--- config.mk ---
export PLATFORM = sky130hd
export DESIGN_NAME = proximity_scheduler
export DESIGN_NICKNAME = d
export VERILOG_FILES = /design/src/rtl/proximity_pkg.sv /design/src/rtl/prox_avg4.sv /design/src/rtl/proximity_scheduler.sv
export SDC_FILE = /design/constraint.sdc
export NUM_CORES = 1
export LEC_CHECK = 0
export ABC_AREA = 1
export BUFFER_PORTS_ARGS = -buffer_cell sky130_fd_sc_hd__buf_4
export CAP_MARGIN = 20
export CORE_AREA = 2 2 89 91
export DETAILED_ROUTE_END_ITERATION = 10
export DIE_AREA = 0 0 91 93
export HOLD_SLACK_MARGIN = 0.1
export PLACE_DENSITY = 0.84
export RECOVER_POWER = 50
export SLEW_MARGIN = 25
export SYNTH_ARGS = -nofsm -noshare
export SYNTH_HDL_FRONTEND = slang
export SYNTH_SLANG_ARGS = --single-unit
export TNS_END_PERCENT = 20
--- constraint.sdc ---
create_clock -name clk -period 2.6 [get_ports clk]
set_clock_uncertainty 0.2 [all_clocks]
set_input_delay 0.26 -clock clk [delete_from_list [all_inputs] [get_ports clk]]
set_output_delay 0.26 -clock clk [all_outputs]
set_load 0.1 [all_outputs]
--- src/rtl/proximity_pkg.sv ---
// Shared types and defaults for the proximity measurement scheduler.
// Optional averaging filter is enabled by defining PROX_AVG_EN.
package proximity_pkg;

  localparam int DIST_W              = 22;
  localparam int PERIOD_CYCLES_DEF   = 12_500_000;
  localparam int TIMEOUT_CYCLES_DEF  = 2_500_000;
  localparam int ACK_CYCLES_DEF      = 16;
  localparam logic [DIST_W-1:0] NEAR_THRESH_DEF = 22'd58_000;
  localparam logic [DIST_W-1:0] FAR_THRESH_DEF  = 22'd87_000;

  typedef enum logic [2:0] {
    IDLE  = 3'd0,
    START = 3'd1,
    ACK   = 3'd2,
    BUSY  = 3'd3,
    DONE  = 3'd4,
    TOUT  = 3'd5
  } prox_state_e;

  // Near/far hysteresis: inside the inclusive band the previous flag is kept.
  function automatic logic obstacle_next(input logic [DIST_W-1:0] d,
                                         input logic [DIST_W-1:0] near_th,
                                         input logic [DIST_W-1:0] far_th,
                                         input logic              cur);
    logic res;
    if (d < near_th) begin
      res = 1'b1;
    end else if (d > far_th) begin
      res = 1'b0;
    end else begin
      res = cur;
    end
    return res;
  endfunction

endpackage

--- src/rtl/prox_avg4.sv ---
// Four-sample moving average of accepted distances; the first sample pre-fills
// the history so the output never averages in reset zeros (used under PROX_AVG_EN).
module prox_avg4
  import proximity_pkg::*;
(
  input  logic              clk,
  input  logic              rst_n,
  input  logic              i_load,
  input  logic [DIST_W-1:0] i_sample,
  output logic [DIST_W-1:0] o_avg
);

  logic [DIST_W-1:0] r_buf [0:2];
  logic              r_primed;
  logic [DIST_W+1:0] w_sum;

  assign w_sum = {2'b00, i_sample} + {2'b00, r_buf[0]} + {2'b00, r_buf[1]} + {2'b00, r_buf[2]};

  always_comb begin
    o_avg = i_sample;
    if (r_primed) begin
      o_avg = w_sum[DIST_W+1:2];
    end else begin
      o_avg = i_sample;
    end
  end

  // History of the three most recent accepted samples
  always_ff @(posedge clk) begin
    if (!rst_n) begin
      r_buf[0] <= '0;
      r_buf[1] <= '0;
      r_buf[2] <= '0;
      r_primed <= 1'b0;
    end else if (i_load) begin
      if (r_primed) begin
        r_buf[2] <= r_buf[1];
        r_buf[1] <= r_buf[0];
        r_buf[0] <= i_sample;
      end else begin
        r_buf[2] <= i_sample;
        r_buf[1] <= i_sample;
        r_buf[0] <= i_sample;
      end
      r_primed <= 1'b1;
    end
  end

endmodule

--- src/rtl/proximity_scheduler.sv ---
// Periodic measurement sequencer for the ultrasonic sensor with echo timeout,
// overrun counting and hysteresis obstacle flag. Define PROX_AVG_EN for 4-sample averaging.
module proximity_scheduler
  import proximity_pkg::*;
#(
  parameter int                PERIOD_CYCLES  = PERIOD_CYCLES_DEF,
  parameter int                TIMEOUT_CYCLES = TIMEOUT_CYCLES_DEF,
  parameter int                ACK_CYCLES     = ACK_CYCLES_DEF,
  parameter logic [DIST_W-1:0] NEAR_THRESH    = NEAR_THRESH_DEF,
  parameter logic [DIST_W-1:0] FAR_THRESH     = FAR_THRESH_DEF
) (
  input  logic              clk,
  input  logic              rst_n,
  input  logic              en,
  output logic              measure,
  input  logic              ready,
  input  logic [DIST_W-1:0] distance_raw,
  output logic [DIST_W-1:0] distance,
  output logic              distance_valid,
  output logic              obstacle,
  output logic              timeout_err,
  output logic [7:0]        overrun_cnt
);

  localparam int PW = (PERIOD_CYCLES > 1) ? $clog2(PERIOD_CYCLES) : 1;
  localparam int TW = $clog2(TIMEOUT_CYCLES + 1);
  localparam logic [PW-1:0] PERIOD_LAST = PW'(PERIOD_CYCLES - 1);
  localparam logic [TW-1:0] TOUT_LAST   = TW'(TIMEOUT_CYCLES - 1);
  localparam logic [TW-1:0] ACK_LIMIT   = TW'(ACK_CYCLES);

  prox_state_e       r_state;
  prox_state_e       w_state_nxt;
  logic [PW-1:0]     r_period_cnt;
  logic [TW-1:0]     r_tout_cnt;
  logic              w_tick;
  logic              w_accept;
  logic [DIST_W-1:0] w_dist_new;
  logic [DIST_W-1:0] r_distance;
  logic              r_measure;
  logic              r_dv;
  logic              r_obstacle;
  logic              r_terr;
  logic [7:0]        r_overrun;

  assign w_tick   = en && (r_period_cnt == PERIOD_LAST);
  assign w_accept = (r_state == BUSY) && ready;

`ifdef PROX_AVG_EN
  prox_avg4 u_avg (
    .clk      (clk),
    .rst_n    (rst_n),
    .i_load   (w_accept),
    .i_sample (distance_raw),
    .o_avg    (w_dist_new)
  );
`else
  assign w_dist_new = distance_raw;
`endif

  // Measurement period counter, parked at zero while disabled
  always_ff @(posedge clk) begin
    if (!rst_n) begin
      r_period_cnt <= '0;
    end else if (!en || w_tick) begin
      r_period_cnt <= '0;
    end else begin
      r_period_cnt <= r_period_cnt + PW'(1);
    end
  end

  always_comb begin
    w_state_nxt = r_state;
    case (r_state)
      IDLE:  if (w_tick && ready) w_state_nxt = START; else w_state_nxt = IDLE;
      START: w_state_nxt = ACK;
      ACK: begin
        if (!ready) begin
          w_state_nxt = BUSY;
        end else if (r_tout_cnt >= ACK_LIMIT) begin
          w_state_nxt = TOUT;
        end else begin
          w_state_nxt = ACK;
        end
      end
      BUSY: begin
        if (ready) begin
          w_state_nxt = DONE;
        end else if (r_tout_cnt >= TOUT_LAST) begin
          w_state_nxt = TOUT;
        end else begin
          w_state_nxt = BUSY;
        end
      end
      DONE:    w_state_nxt = IDLE;
      TOUT:    w_state_nxt = IDLE;
      default: w_state_nxt = IDLE;
    endcase
  end

  // State register and cycles-since-START counter (ACK time counts toward timeout)
  always_ff @(posedge clk) begin
    if (!rst_n) begin
      r_state    <= IDLE;
      r_tout_cnt <= '0;
    end else begin
      r_state <= w_state_nxt;
      if ((r_state == START) || (r_state == ACK) || (r_state == BUSY)) begin
        r_tout_cnt <= r_tout_cnt + TW'(1);
      end else begin
        r_tout_cnt <= '0;
      end
    end
  end

  // Outputs are loaded from the next state so they line up with START/DONE/TOUT
  always_ff @(posedge clk) begin
    if (!rst_n) begin
      r_measure  <= 1'b0;
      r_dv       <= 1'b0;
      r_distance <= '0;
      r_obstacle <= 1'b0;
      r_terr     <= 1'b0;
      r_overrun  <= 8'd0;
    end else begin
      r_measure <= (w_state_nxt == START);
      r_dv      <= w_accept;
      if (w_accept) begin
        r_distance <= w_dist_new;
        r_obstacle <= obstacle_next(w_dist_new, NEAR_THRESH, FAR_THRESH, r_obstacle);
        r_terr     <= 1'b0;
      end else if (w_state_nxt == TOUT) begin
        r_terr <= 1'b1;
      end
      if (w_tick && ((r_state != IDLE) || !ready) && (r_overrun != 8'hFF)) begin
        r_overrun <= r_overrun + 8'd1;
      end
    end
  end

  assign measure        = r_measure;
  assign distance       = r_distance;
  assign distance_valid = r_dv;
  assign obstacle       = r_obstacle;
  assign timeout_err    = r_terr;
  assign overrun_cnt    = r_overrun;

endmodule

==> flow_summary.json <==
{
  "design.core.area_um2": 7530,
  "tightest_slew_ns": 1.22,
  "drtPass1Iterations": 5,
  "finalMaxSlewViolations": 0,
  "synth_area_leader_cell": "dfxtp_1",
  "vias": 4199,
  "dr.first_iter.drc_count": 217,
  "cts_buffers": 9,
  "path_max_fanout": 32,
  "seq_area_frac_synth_pct": 40.2,
  "critPathArrivalTime_ns": 2.28,
  "setup_violations": 0,
  "synth_area_per_cell_um2": 7.08,
  "syn-cell-area_um2": 4140,
  "min_period_over_period_pct": 85.5,
  "grt_pass1_wl_mm": 17.8,
  "clock_latency_ns": 0.36,
  "die-area_um2": 8460,
  "fmax_ghz": 0.450,
  "grt_max_degree": 33,
  "nNetsFinal": 698,
  "ys_warn_count": 0,
  "initial_utilization_pct": 54.9,
  "post_cts_buffers": 0,
  "wl_per_cell_um": 13.6,
  "power.internal_uw": 1690,
  "die_x_um": 91,
  "p_comb_share_pct": 5.1,
  "setup-tns-final_ns": 0,
  "cp-end-kind": "flip-flop",
  "netlist_instances": 584,
  "htreeDepth": 3,
  "seq_power_share_pct": 55.9,
  "synth_area_leaders": "dfxtp_1, nand2_1, inv_1",
  "die_y_um": 93,
  "grt_pass1_vias": 4067,
  "startpoint_type": "input pin",
  "whs_ns": 0.151,
  "place_hpwl_mm": 6.90,
  "critPathTopFamily": "buffers and inverters",
  "ir_worst_vdd_v": 0.000280,
  "vias_per_cell": 5.42,
  "fp-row-count": 32,
  "antenna_left": 0,
  "routabilityCongestion": 0.869,
  "p_clk_share_pct": 39.0,
  "drv_cap": 0,
  "fin_crit_ns": 2.22,
  "min_path_type": "input pin to flip-flop",
  "grt-ovfl-total": 0,
  "cts_tree": "done",
  "drive_above_1_share_pct": 12.3,
  "grt_antenna_before_repair": 0,
  "ctsLongestPathBuffers": 2,
  "cpPeakStageDelay_ns": 0.53,
  "routed_wirelength_mm": 10.5,
  "hold_viol_final": 0,
  "synthDistinctLibCells": 45,
  "final_area_um2": 4960,
  "crit_chain": "dlygate4sd3_1 > buf_4 > inv_1 > nor2_1 > inv_1 > nor2_4 > inv_2 > a2111oi_1",
  "timing.critical_path.mode_cell": "inv_1",
  "ioPinCount": 60,
  "grt_usage_pct": 25.9,
  "clk_pin_slew_ns": 0.09,
  "slowest_stage": "dlygate4sd3_1",
  "crit_buf_inv": 5,
  "cts.sinks": 83,
  "setup.worst_path.class": "input pin to flip-flop",
  "syn-num-nets": 614,
  "port_buffers": 59,
  "synth-edff-count": 0,
  "required_ns": 2.66,
  "power_density_nw_per_um2": 460,
  "status": "completed",
  "p_switching_uw": 583,
  "placed_area_um2": 4670,
  "power_leakage_uw": 0.00194,
  "relSlewSlack_pct": 19.2,
  "async_flop_share_pct": 0,
  "switching_share_pct": 25.6,
  "drc": 0,
  "rsz0062_at_grt": "false",
  "clock-root-buffer": "clkbuf_8",
  "ys_ff_latch": 83,
  "synth_ff_type": "dfxtp_1",
  "synth_top_area_share_pct": 40.2,
  "synthToLayoutAreaGrowth_pct": 19.9,
  "diodes": 0
}
[cell usage after synthesis (3+ instances only)]
cell	n
nand3_2	6
o21bai_1	3
buf_2	5
clkbuf_1	5
nand4_1	17
nand2_2	5
nor2_1	72
nor3_2	5
o21ai_0	18
a21oi_1	33
nor2_2	7
nor3b_1	5
xor2_1	5
nor3_1	21
inv_2	5
dfxtp_1	83
nand2_1	124
a31oi_1	3
nor2_4	7
nand3_1	44
xnor2_1	4
inv_1	75
ha_1	4
nor4_1	3
[power groups by stage]
stage	logic, uW	clock network (uW)	registers, uW
final	117	888	1270
after CTS	110	899	1270
after global placement	78.4	0	1300
after global routing	126	951	1270
after detailed placement	80.3	0	1300
after floorplan	37.0	0	1300
[placed cells by master, fill, tap and decap left out, types with 2 or more instances in the layout]
master and instances:
a21oi_1 33, a31oi_1 3, buf_4 26, clkbuf_1 34, clkbuf_8 9, clkinv_4 3
dfxtp_1 83, dlygate4sd3_1 24, ha_1 4, inv_1 77, inv_2 3, inv_6 2
nand2_1 124, nand2_2 5, nand3_1 44, nand3_2 6, nand3b_1 2, nand4_1 17
nor2_1 73, nor2_2 6, nor2_4 7, nor3_1 21, nor3_2 5, nor3b_1 5
nor3b_2 2, nor4_1 3, o21ai_0 18, o21ai_1 2, o21bai_1 3, or2_0 2
xnor2_1 4, xor2_1 5
[per-stage QoR]
| stage | util (%) | instances | total power, uW | setup WS (ns) |
|---|---|---|---|---|
| 2_1_floorplan | - | 584 | 1340 | 0.0883 |
| 3_3_place_gp | 62.0 | 735 | 1380 | 0.554 |
| 3_5_place_dp | 62.0 | 735 | 1380 | 0.413 |
| 4_1_cts | 67.6 | 775 | 2280 | 0.402 |
| 5_1_grt | 65.9 | 775 | 2350 | 0.146 |
| 6_report | 65.9 | 775 | 2280 | 0.376 |
[registers in the layout (all words and copies together), names as in the netlist]
| name | cells |
|---|---|
| obstacle | 1 |
| r_state | 3 |
| measure | 1 |
| distance | 22 |
| distance_valid | 1 |
| overrun_cnt | 8 |
| timeout_err | 1 |
| r_tout_cnt | 22 |
| r_period_cnt | 24 |
[what timing repair did]
item,4_1_cts,5_1_grt
endpoints found under the hold margin,29,0
gates resized for setup,0,0
hold buffers,24,0
[worst reg2reg max path: stages, from the launching register on]
cell and delay [ns]:
dfxtp_1 0.34, ha_1 0.24, nand2_1 0.14, nor2_4 0.06, inv_1 0.11, nor2_2 0.06
nand3_2 0.09, nand3_2 0.39, a31o_2 0.38, a21oi_1 0.11
[kinds of logic (layout without fill, tap and decap cells)]
family                     after synthesis  after routing  synth area share [%]
AOI/OAI and AO/OA                       67             67                  9.08
xor gates and xnor gates                 9              9                  1.91
adders and majority gates                4              4                  1.21
buffers and inverters                   93            182                  8.68
DFF                                     83             83                  40.2
and+or+nand+nor                        328            328                  38.9
[cell type report]
| class | count | area (um2) |
|---|---|---|
| multi-input combinational | 408 | 2110 |
| inverter | 81 | 304 |
| fill | 664 | 2570 |
| sequential | 83 | 1660 |
| timing repair buffer | 85 | 568 |
| clock inverter | 7 | 60.1 |
| tap | 102 | 128 |
| clock buffer | 9 | 124 |
[layer usage]
| metal | track usage (%) | vias to the layer above | wire length, um |
|---|---|---|---|
| met5 | 0 | - | 0 |
| met4 | 15.8 | 0 | 477 |
| met3 | 7.09 | 52 | 592 |
| met2 | 44.0 | 159 | 5210 |
| met1 | 29.0 | 1927 | 4230 |
| li1 | - | 2061 | - |
[path summary, 6_finish.rpt]
kind	startpoint	to	slack, ns	cells after the start
worst min register to register	timeout_err	timeout_err	0.27	2
worst max-delay path	rst_n	r_tout_cnt[8]	0.38	8
worst min-delay path	en	overrun_cnt[0]	0.15	5
worst max register to register	r_period_cnt[0]	r_period_cnt[17]	0.43	9
No activity file was read; power rests on OpenSTA's default activity.
